==> src/rtl/gamma_seq_if.sv <==
// gamma_seq_if: handshake and state bus for the Gamma byte-serial sequencer.
//   in_valid/in_ready/in_state    : upstream state hand-off (into the sequencer)
//   out_valid/out_ready/out_state : substituted state hand-off (out of the sequencer)
// Modports:
//   master : the environment side (feeds states, consumes results)
//   slave  : the sequencer side
interface gamma_seq_if #(
  parameter int unsigned NBYTES = 16
);
  logic                  in_valid;
  logic                  in_ready;
  logic [8*NBYTES-1:0]   in_state;
  logic                  out_valid;
  logic                  out_ready;
  logic [8*NBYTES-1:0]   out_state;

  modport master (
    output in_valid, in_state, out_ready,
    input  in_ready, out_valid, out_state
  );

  modport slave (
    input  in_valid, in_state, out_ready,
    output in_ready, out_valid, out_state
  );
endinterface

==> src/rtl/gamma_seq.sv <==
// gamma_seq: byte-serial Gamma (S-box) layer sequencer.
// Accepts an 8*NBYTES-bit state, pushes each byte (byte 0 = MSB first) through
// one shared external combinational S-box over NBYTES cycles, then presents
// the substituted state until downstream takes it.
// Ports:
//   i_clk    : rising-edge clock
//   i_rst    : asynchronous active-high reset
//   bus      : gamma_seq_if.slave (in_valid/in_ready/in_state, out_valid/out_ready/out_state)
//   o_sb_in  : byte presented to the shared S-box (0 outside RUN)
//   i_sb_out : S-box result for o_sb_in, same cycle
//   o_busy   : high while substituting
module gamma_seq #(
  parameter int unsigned NBYTES = 16,
  parameter int unsigned CW     = 4
) (
  input  logic          i_clk,
  input  logic          i_rst,
  gamma_seq_if.slave    bus,
  output logic [7:0]    o_sb_in,
  input  logic [7:0]    i_sb_out,
  output logic          o_busy
);

  localparam int unsigned W = 8 * NBYTES;

  localparam logic [1:0] ST_IDLE = 2'd0;
  localparam logic [1:0] ST_RUN  = 2'd1;
  localparam logic [1:0] ST_DONE = 2'd2;

  localparam logic [CW-1:0] LAST = CW'(NBYTES - 1);

  logic [1:0]    r_st,  w_st_nxt;
  logic [CW-1:0] r_cnt, w_cnt_nxt;
  logic [W-1:0]  r_buf, w_buf_nxt;
  logic [7:0]    w_cur_byte;

  // Byte cnt of the buffer, byte 0 sitting in the MSBs.
  always_comb begin
    w_cur_byte = 8'h00;
    for (int k = 0; k < int'(NBYTES); k++) begin
      if (r_cnt == CW'(k)) begin
        w_cur_byte = r_buf[W-1-8*k -: 8];
      end
    end
  end

  always_comb begin
    w_st_nxt  = r_st;
    w_cnt_nxt = r_cnt;
    w_buf_nxt = r_buf;
    case (r_st)
      ST_IDLE: begin
        if (bus.in_valid) begin
          w_buf_nxt = bus.in_state;
          w_cnt_nxt = '0;
          w_st_nxt  = ST_RUN;
        end
      end
      ST_RUN: begin
        for (int k = 0; k < int'(NBYTES); k++) begin
          if (r_cnt == CW'(k)) begin
            w_buf_nxt[W-1-8*k -: 8] = i_sb_out;
          end
        end
        if (r_cnt == LAST) begin
          w_cnt_nxt = '0;
          w_st_nxt  = ST_DONE;
        end else begin
          w_cnt_nxt = r_cnt + 1'b1;
        end
      end
      ST_DONE: begin
        if (bus.out_ready) begin
          w_st_nxt = ST_IDLE;
        end
      end
      default: begin
        // Unreachable encoding: recover to IDLE.
        w_st_nxt  = ST_IDLE;
        w_cnt_nxt = '0;
      end
    endcase
  end

  always_ff @(posedge i_clk or posedge i_rst) begin
    if (i_rst) begin
      r_st  <= ST_IDLE;
      r_cnt <= '0;
      r_buf <= '0;
    end else begin
      r_st  <= w_st_nxt;
      r_cnt <= w_cnt_nxt;
      r_buf <= w_buf_nxt;
    end
  end

  // All outputs decode from registers only; no valid->ready paths.
  assign bus.in_ready  = (r_st == ST_IDLE);
  assign bus.out_valid = (r_st == ST_DONE);
  assign bus.out_state = r_buf;
  assign o_busy        = (r_st == ST_RUN);
  assign o_sb_in       = (r_st == ST_RUN) ? w_cur_byte : 8'h00;

endmodule

==> src/flat_wrapper.sv <==
// flat-port wrapper written by rule: the top's interface ports become plain ports
module gamma_seq_flat 
#(
  parameter int unsigned NBYTES = 16,
  parameter int unsigned CW     = 4
)
  (i_clk, i_rst, o_sb_in, i_sb_out, o_busy, bus_in_valid, bus_in_state, bus_out_ready, bus_in_ready, bus_out_valid, bus_out_state);
  gamma_seq_if #(.NBYTES(NBYTES)) bus_i ();
  input  logic i_clk;
  input  logic i_rst;
  output logic [7:0] o_sb_in;
  input  logic [7:0] i_sb_out;
  output logic o_busy;
  input wire logic [$bits(bus_i.in_valid)-1:0] bus_in_valid;
  input wire logic [$bits(bus_i.in_state)-1:0] bus_in_state;
  input wire logic [$bits(bus_i.out_ready)-1:0] bus_out_ready;
  output wire logic [$bits(bus_i.in_ready)-1:0] bus_in_ready;
  output wire logic [$bits(bus_i.out_valid)-1:0] bus_out_valid;
  output wire logic [$bits(bus_i.out_state)-1:0] bus_out_state;
  assign bus_i.in_valid = bus_in_valid;
  assign bus_i.in_state = bus_in_state;
  assign bus_i.out_ready = bus_out_ready;
  assign bus_in_ready = bus_i.in_ready;
  assign bus_out_valid = bus_i.out_valid;
  assign bus_out_state = bus_i.out_state;
  gamma_seq #(.NBYTES(NBYTES), .CW(CW)) u_core (.i_clk(i_clk), .i_rst(i_rst), .bus(bus_i), .o_sb_in(o_sb_in), .i_sb_out(i_sb_out), .o_busy(o_busy));
endmodule
==> config.mk <==
export PLATFORM = sky130hd
export DESIGN_NAME = gamma_seq_flat
export DESIGN_NICKNAME = d
export VERILOG_FILES = /design/src/rtl/gamma_seq_if.sv /design/src/rtl/gamma_seq.sv /design/src/flat_wrapper.sv
export SDC_FILE = /design/constraint.sdc
export NUM_CORES = 1
export LEC_CHECK = 0
export BUFFER_PORTS_ARGS = -buffer_cell sky130_fd_sc_hd__buf_2
export CAP_MARGIN = 20
export CORE_MARGIN = 5
export CORE_UTILIZATION = 50
export DETAILED_ROUTE_END_ITERATION = 8
export PLACE_DENSITY = 0.79
export SLEW_MARGIN = 20
export SYNTH_ARGS = -nofsm -noshare
export SYNTH_HDL_FRONTEND = slang
export SYNTH_SLANG_ARGS = --single-unit
export TNS_END_PERCENT = 1
==> constraint.sdc <==
create_clock -name i_clk -period 6 [get_ports i_clk]
set_clock_uncertainty 0.05 [all_clocks]
set_input_delay 0.6 -clock i_clk [delete_from_list [all_inputs] [get_ports i_clk]]
set_output_delay 0.6 -clock i_clk [all_outputs]
set_load 0.1 [all_outputs]
==> flow_summary_export.csv, run 1 <==
group,metric,value,unit
status,status,"complete, no violations",
clocking,clock_path_buffers,2,
cells_and_area,nets,1274,
cells_and_area,diodes,0,
die,die_w,132.6,um
clocking,clock-sinks,134,
synth,synth_flop_cell,"dfrtp_1",
critical_path,path_class,"register to primary output",
drt,vias_per_cell,6.144,
synth,yosysWarningCount,0,
sta,fin_setup_tns,0,ps
die,num_rows,44,
die,start_util,51.35,%
synth,syn_nets,1048,
synth,async_reset_ff_share,100.0,%
critical_path,arrival,3500,ps
placement,gp_congestion,0.9774,
global_routing,grt_max_degree,96,
critical_path,critPathRequiredTime,5350,ps
synth,synth_seq_cells,134,
sta,final_hold_viol_count,0,
worst_hold_path,hold_path_class,"input port to asynchronous set/reset pin",
drt,drc,0,
global_routing,antenna_found_initial,0,
flow_run,cap_viol_max_count,0,
synth,avgSynthCellArea,8.318,um2
synth,ys_seq_area_share,44.59,%
drt,drtIter0Drc,797,
clocking,cts.clk_slew.worst_paths,60,ps
critical_path,cp_max_fo,20,
sta,timing.final.crit_share,69.21,%
synth,syn-cell-area,7520,um2
sta,whs,282.2,ps
synth,synth_compound_area_share,33.19,%
placement,portBuffers,278,
clocking,cts_resized,0,
clocking,cts_buffers,17,
cells_and_area,finalInstanceArea,9424,um2
clocking,cts_root_buffer,"clkbuf_16",
global_routing,grt_pass1_vias,7853,
critical_path,critPathCaptureType,"primary output",
cells_and_area,area_growth,25.32,%
synth,synth_xor_xnor_area_share,0.1165,%
global_routing,grt_pass1_wl,45090,um
sta,slew_violations,0,
sta,fmax,240.8,MHz
cells_and_area,layout-drive-gt1-share,30.74,%
die,dieArea,17590,um2
drt,antenna_left,0,
drt,wire_per_inst,22.51,um
die,die_h,132.6,um
sta,tightest_slew,1121,ps
global_routing,track_usage,33.09,%
sta,maxSlewHeadroom,25.26,%
clocking,tritoncts,"yes",
placement,dp_hpwl,21470,um
drt,wl,29850,um
sta,rsz0062_at_grt,"no",
synth,synthDistinctLibCells,64,
drt,dr_total_vias,8147,
synth,muxShareOfSynthArea,0.1498,%
cells_and_area,utilization,64.35,%
die,core_region_area,14640,um2
clocking,htree_levels,4,
sta,setup_violations,0,
drt,drt_first_pass_iters,7,
sta,min_period,4152,ps
critical_path,start_kind,"register",
die,io-pin-count,279,
clocking,worstSkewPairLatency,420,ps
synth,synth_cells,904,
global_routing,gr-total-overflow,0,
synth,synth_top_family_by_area,"compound AO/OA/AOI/OAI gates",
clocking,post-cts-setup-buffer-count,0,
clocking,hold_buffers,0,
synth,synth-simple-area-share,14.58,%
synth,synth_fa_ha_area_share,0.6656,%
synth,synth-edff-count,0,
placement,placed_cell_area,8775,um2
-- state kept, by name, summed over array words and instances (netlist names) --
name                  count
u_core.r_st               2
u_core.r_cnt              4
u_core.bus.out_state    128
-- Yosys cell counts, drive strengths merged (7+ instances only) --
master / n / area, um2
nor2b: 15 / 93.84
and2: 8 / 50.05
nand2: 42 / 185.2
dfrtp: 134 / 3353
inv: 15 / 56.31
o22ai: 7 / 43.79
o21ai: 45 / 326.6
buf: 53 / 329.1
clkbuf: 28 / 115.1
nand3: 11 / 55.05
nor2: 138 / 518.0
a21oi: 302 / 1511
-- final timing paths --
kind	start	endpoint	slack, ps	cells past startpoint
max	u_core.r_cnt[1]$_DFFE_PP0P_	o_sb_in[2]	1850	9
min	i_rst	u_core.bus.out_state[115]$_DFFE_PP0P_	280	2
max reg2reg	u_core.r_st[1]$_DFFE_PP0P_	u_core.bus.out_state[104]$_DFFE_PP0P_	3310	6
min reg2reg	u_core.bus.out_state[124]$_DFFE_PP0P_	u_core.bus.out_state[124]$_DFFE_PP0P_	510	2
max in group asynchronous	i_rst	u_core.bus.out_state[28]$_DFFE_PP0P_	4220	3
min in group i_clk	bus_out_ready	u_core.r_st[1]$_DFFE_PP0P_	400	3
-- critical path: stages (launching register included) --
cell	delay, ps
dfrtp_1	420
inv_1	90
ha_1	450
buf_4	310
nor4b_2	420
o2bb2ai_1	180
o2bb2a_1	250
o21ai_0	290
o2bb2ai_1	190
buf_2	470
-- area by class of cell --
cell class / count / area, um2
tap: 184 / 230.2
inverter: 16 / 62.56
clock buffer: 22 / 474.2
timing repair buffer: 288 / 1466
multi-input combinational: 673 / 3665
fill: 1283 / 5220
sequential: 134 / 3353
clock inverter: 9 / 172.7
-- cell usage in the layout, fill, tap and decap left out, types with 10 or more instances in the layout --
cell and n:
buf_2 278, dfrtp_1 134, buf_4 10, nand2_1 35
clkbuf_16 17, o21ai_0 30, inv_1 12, nand3_1 11
nor2_1 138, nor2b_1 15, a21oi_1 302
-- per-stage QoR --
| step | worst slack (ps) | cells |
|---|---|---|
| floorplan | 1767 | 904 |
| global placement | 2136 | 1295 |
| detailed placement | 2088 | 1295 |
| CTS | 1625 | 1326 |
| global route | 1623 | 1326 |
| finish | 1848 | 1326 |
-- cells by family (layout without fill, tap and decap cells) --
kind of cell | after synthesis | count (layout)
AOI/OAI and AO/OA | 426 | 426
xor gates and xnor gates | 1 | 1
adders and majority gates | 4 | 4
buffers and inverters | 97 | 335
DFF | 134 | 134
muxes | 1 | 1
and+or+nand+nor | 241 | 241
-- routing by layer --
metal / GRT usage, % / vias to the layer above / wire length, um
li1: - / 3691 / -
met2: 55.81 / 489 / 14660
met1: 41.96 / 3910 / 11550
met3: 9.150 / 57 / 2993
met4: 9.238 / 0 / 651
met5: 0 / - / 0
Power of run 1 is left out: the tool's default activity adds up to more than one toggle a clock period on the data nets, which glitch-free logic cannot reach.
==> run 2: changes to the inputs <==
--- a/config.mk
+++ b/config.mk
@@ -5,6 +5,7 @@
 export SDC_FILE = /design/constraint.sdc
 export NUM_CORES = 1
 export LEC_CHECK = 0
+export ABC_AREA = 1
 export BUFFER_PORTS_ARGS = -buffer_cell sky130_fd_sc_hd__buf_2
 export CAP_MARGIN = 20
 export CORE_MARGIN = 5
==> constraint.sdc (replaced) <==
create_clock -name i_clk -period 4.35 [get_ports i_clk]
set_clock_uncertainty 0.05 [all_clocks]
set_input_delay 0.435 -clock i_clk [delete_from_list [all_inputs] [get_ports i_clk]]
set_output_delay 0.435 -clock i_clk [all_outputs]
set_load 0.1 [all_outputs]
==> flow_summary_export.csv, run 2 <==
group,metric,value,unit
synth,async_reset_ff_share,100.0,%
global_routing,grt_max_degree,95,
critical_path,critPathRequiredTime,3870,ps
clocking,hold_buffers,0,
synth,synthDistinctLibCells,33,
synth,yosys-top-cells-area,"dfrtp_1 (46%), nand2_1 (16%), a31oi_1 (8.9%)",
clocking,worstSkewPairLatency,420,ps
placement,preCtsSetupSlack,909.6,ps
synth,synth_flop_cell,"dfrtp_1",
cells_and_area,largest_reg_flops,128,
cells_and_area,layout_common_cells,"nand2_1 (312), buf_2 (278), nor2_1 (162)",
placement,dp_hpwl,19730,um
clocking,clock-sinks,134,
cells_and_area,nets,1363,
critical_path,cp_max_fo,10,
global_routing,track_usage,31.65,%
critical_path,cpPeakStageDelay,470,ps
critical_path,crit_start,"u_core.r_cnt[1]$_DFFE_PP0P_",
die,io-pin-count,279,
synth,synth_seq_cells,134,
drt,drt_first_pass_iters,6,
die,die_h,130.9,um
clocking,post-cts-setup-buffer-count,0,
die,dieArea,17120,um2
global_routing,antenna_found_initial,1,
sta,min_period,3979,ps
synth,avgSynthCellArea,7.545,um2
global_routing,grt_pass1_wl,41010,um
critical_path,start_kind,"register",
drt,wl,27330,um
cells_and_area,final.fill_count,1330,
critical_path,arrival,3490,ps
sta,setup_violations,0,
synth,synthTopCellsByCount,"nand2_1 (312), nor2_1 (163), dfrtp_1 (134), a31oi_1 (104), inv_1 (41)",
sta,rsz0062_at_grt,"no",
synth,yosysWarningCount,0,
sta,tightest_slew,1094,ps
synth,syn_nets,1112,
critical_path,path_cells,"inv_1 -> ha_1 -> inv_2 -> nor3_2 -> nand2_1 -> nand3_1 -> nand2_1 -> nand2_1 -> nand2_1 -> nand2_1 -> nand2_1 -> nand3_1 -> nand2_1 -> nand3_1 -> nand3_1 -> nand3_1 -> nand2_1 -> a21oi_1 -> buf_2",
synth,syn-cell-area,7303,um2
die,num_rows,44,
die,core_region_area,14420,um2
placement,gp_congestion,0.9432,
global_routing,gr-total-overflow,0,
drt,antenna_left,0,
cells_and_area,area_growth,27.38,%
cells_and_area,layout-drive-gt1-share,29.63,%
global_routing,grt_pass1_vias,7322,
sta,slew_violations,0,
cells_and_area,layout_commonest_cell,"nand2_1",
synth,synth_top_area_cell,"dfrtp_1",
critical_path,r2r-end,"u_core.bus.out_state[15]$_DFFE_PP0P_",
clocking,clock_path_buffers,2,
die,start_util,50.63,%
sta,timing.final.crit_share,91.47,%
status,status,"complete, no violations",
sta,fin_setup_tns,0,ps
cells_and_area,utilization,64.50,%
sta,maxSlewHeadroom,26.91,%
drt,drtIter0Drc,919,
clocking,tritoncts,"yes",
synth,yosysMostFrequentCell,"nand2_1",
sta,final_hold_viol_count,0,
critical_path,slowest_stage,"buf_2",
sta,whs,114.1,ps
synth,synth-edff-count,0,
critical_path,critPathMostFrequentCell,"nand2_1",
synth,synth_top_area_share,45.91,%
critical_path,rrSetupSlack,1540,ps
sta,fin_ws,371.1,ps
clocking,cts_root_buffer,"clkbuf_16",
critical_path,reg2reg_depth,8,
synth,synth_cells,968,
flow_run,cap_viol_max_count,0,
drt,vias_per_cell,5.525,
drt,drc,0,
clocking,cts_buffers,17,
synth,ys_seq_area_share,45.91,%
placement,portBuffers,278,
clocking,htree_levels,4,
worst_hold_path,hold_path_class,"input port to asynchronous set/reset pin",
drt,dr_total_vias,7824,
die,die_w,130.9,um
critical_path,path_class,"register to primary output",
critical_path,r2r-start,"u_core.r_cnt[0]$_DFFE_PP0P_",
clocking,cts.clk_slew.worst_paths,60,ps
clocking,cts_resized,0,
sta,fmax,251.3,MHz
critical_path,critPathCaptureType,"primary output",
cells_and_area,diodes,0,
drt,wire_per_inst,19.30,um
[run 2: changes by cell type after synthesis, sizes merged, moves of 15 or more]
cell and delta:
a21oi -276, nand2 +273, a31oi +100, inv +33, nand3 +29, nor2 +28, o21ai -20, buf -19
mux2 +15, nor2b -15
[run 2: final cells by class]
type	count	area (um2)	area share, %
multi-input combinational	733	3502	37.65
clock buffer	25	495.5	5.326
sequential	134	3353	36.05
clock inverter	7	93.84	1.009
inverter	49	191.4	2.058
tap	184	230.2	2.475
timing repair buffer	284	1436	15.44
[run 2: cells by family after synthesis]
group | after synthesis | synth area share [%]
flops | 134 | 45.91
xor+xnor | 1 | 0.1199
compound gates | 168 | 14.65
simple gates | 544 | 29.95
buf+inv | 101 | 6.219
mux | 16 | 2.467
fa+ha+maj | 4 | 0.6853
[run 2: worst max path at each step]
| stage | slack [ps] | endpoint | depth (start not counted) |
|---|---|---|---|
| floorplan | 280 | u_core.bus.out_state[0]$_DFFE_PP0P_ | 1 |
| global placement | 930 | o_sb_in[1] | 19 |
| detailed placement | 910 | o_sb_in[1] | 19 |
| CTS | 430 | o_sb_in[1] | 19 |
| global route | 80 | o_sb_in[1] | 19 |
| finish | 370 | o_sb_in[1] | 19 |
[run 2: critical path, delay by kind of cell (launching register included)]
family / cells / cell delay [ps]
buffers and inverters: 3 / 690
DFF: 1 / 410
AOI/OAI and AO/OA: 1 / 190
adders and majority gates: 1 / 210
and+or+nand+nor: 14 / 1540
[run 2: stage by stage]
step	area (um2)	cells
after floorplan	7303	968
after global placement	8713	1384
after detailed placement	8713	1384
after CTS	9303	1416
after global routing	9303	1416
final	9303	1416
[run 2: routing by layer]
layer | routed length, um | track usage, % | part of all wire, % | vias to the layer above
met1 | 11120 | 44.14 | 41 | 3599
met5 | 13 | 0 | 0.048 | -
met3 | 3045 | 6.341 | 11 | 49
met4 | 513 | 9.014 | 1.9 | 2
li1 | - | - | - | 3719
met2 | 12630 | 50.47 | 46 | 455
Power of run 2 is left out for the same reason.
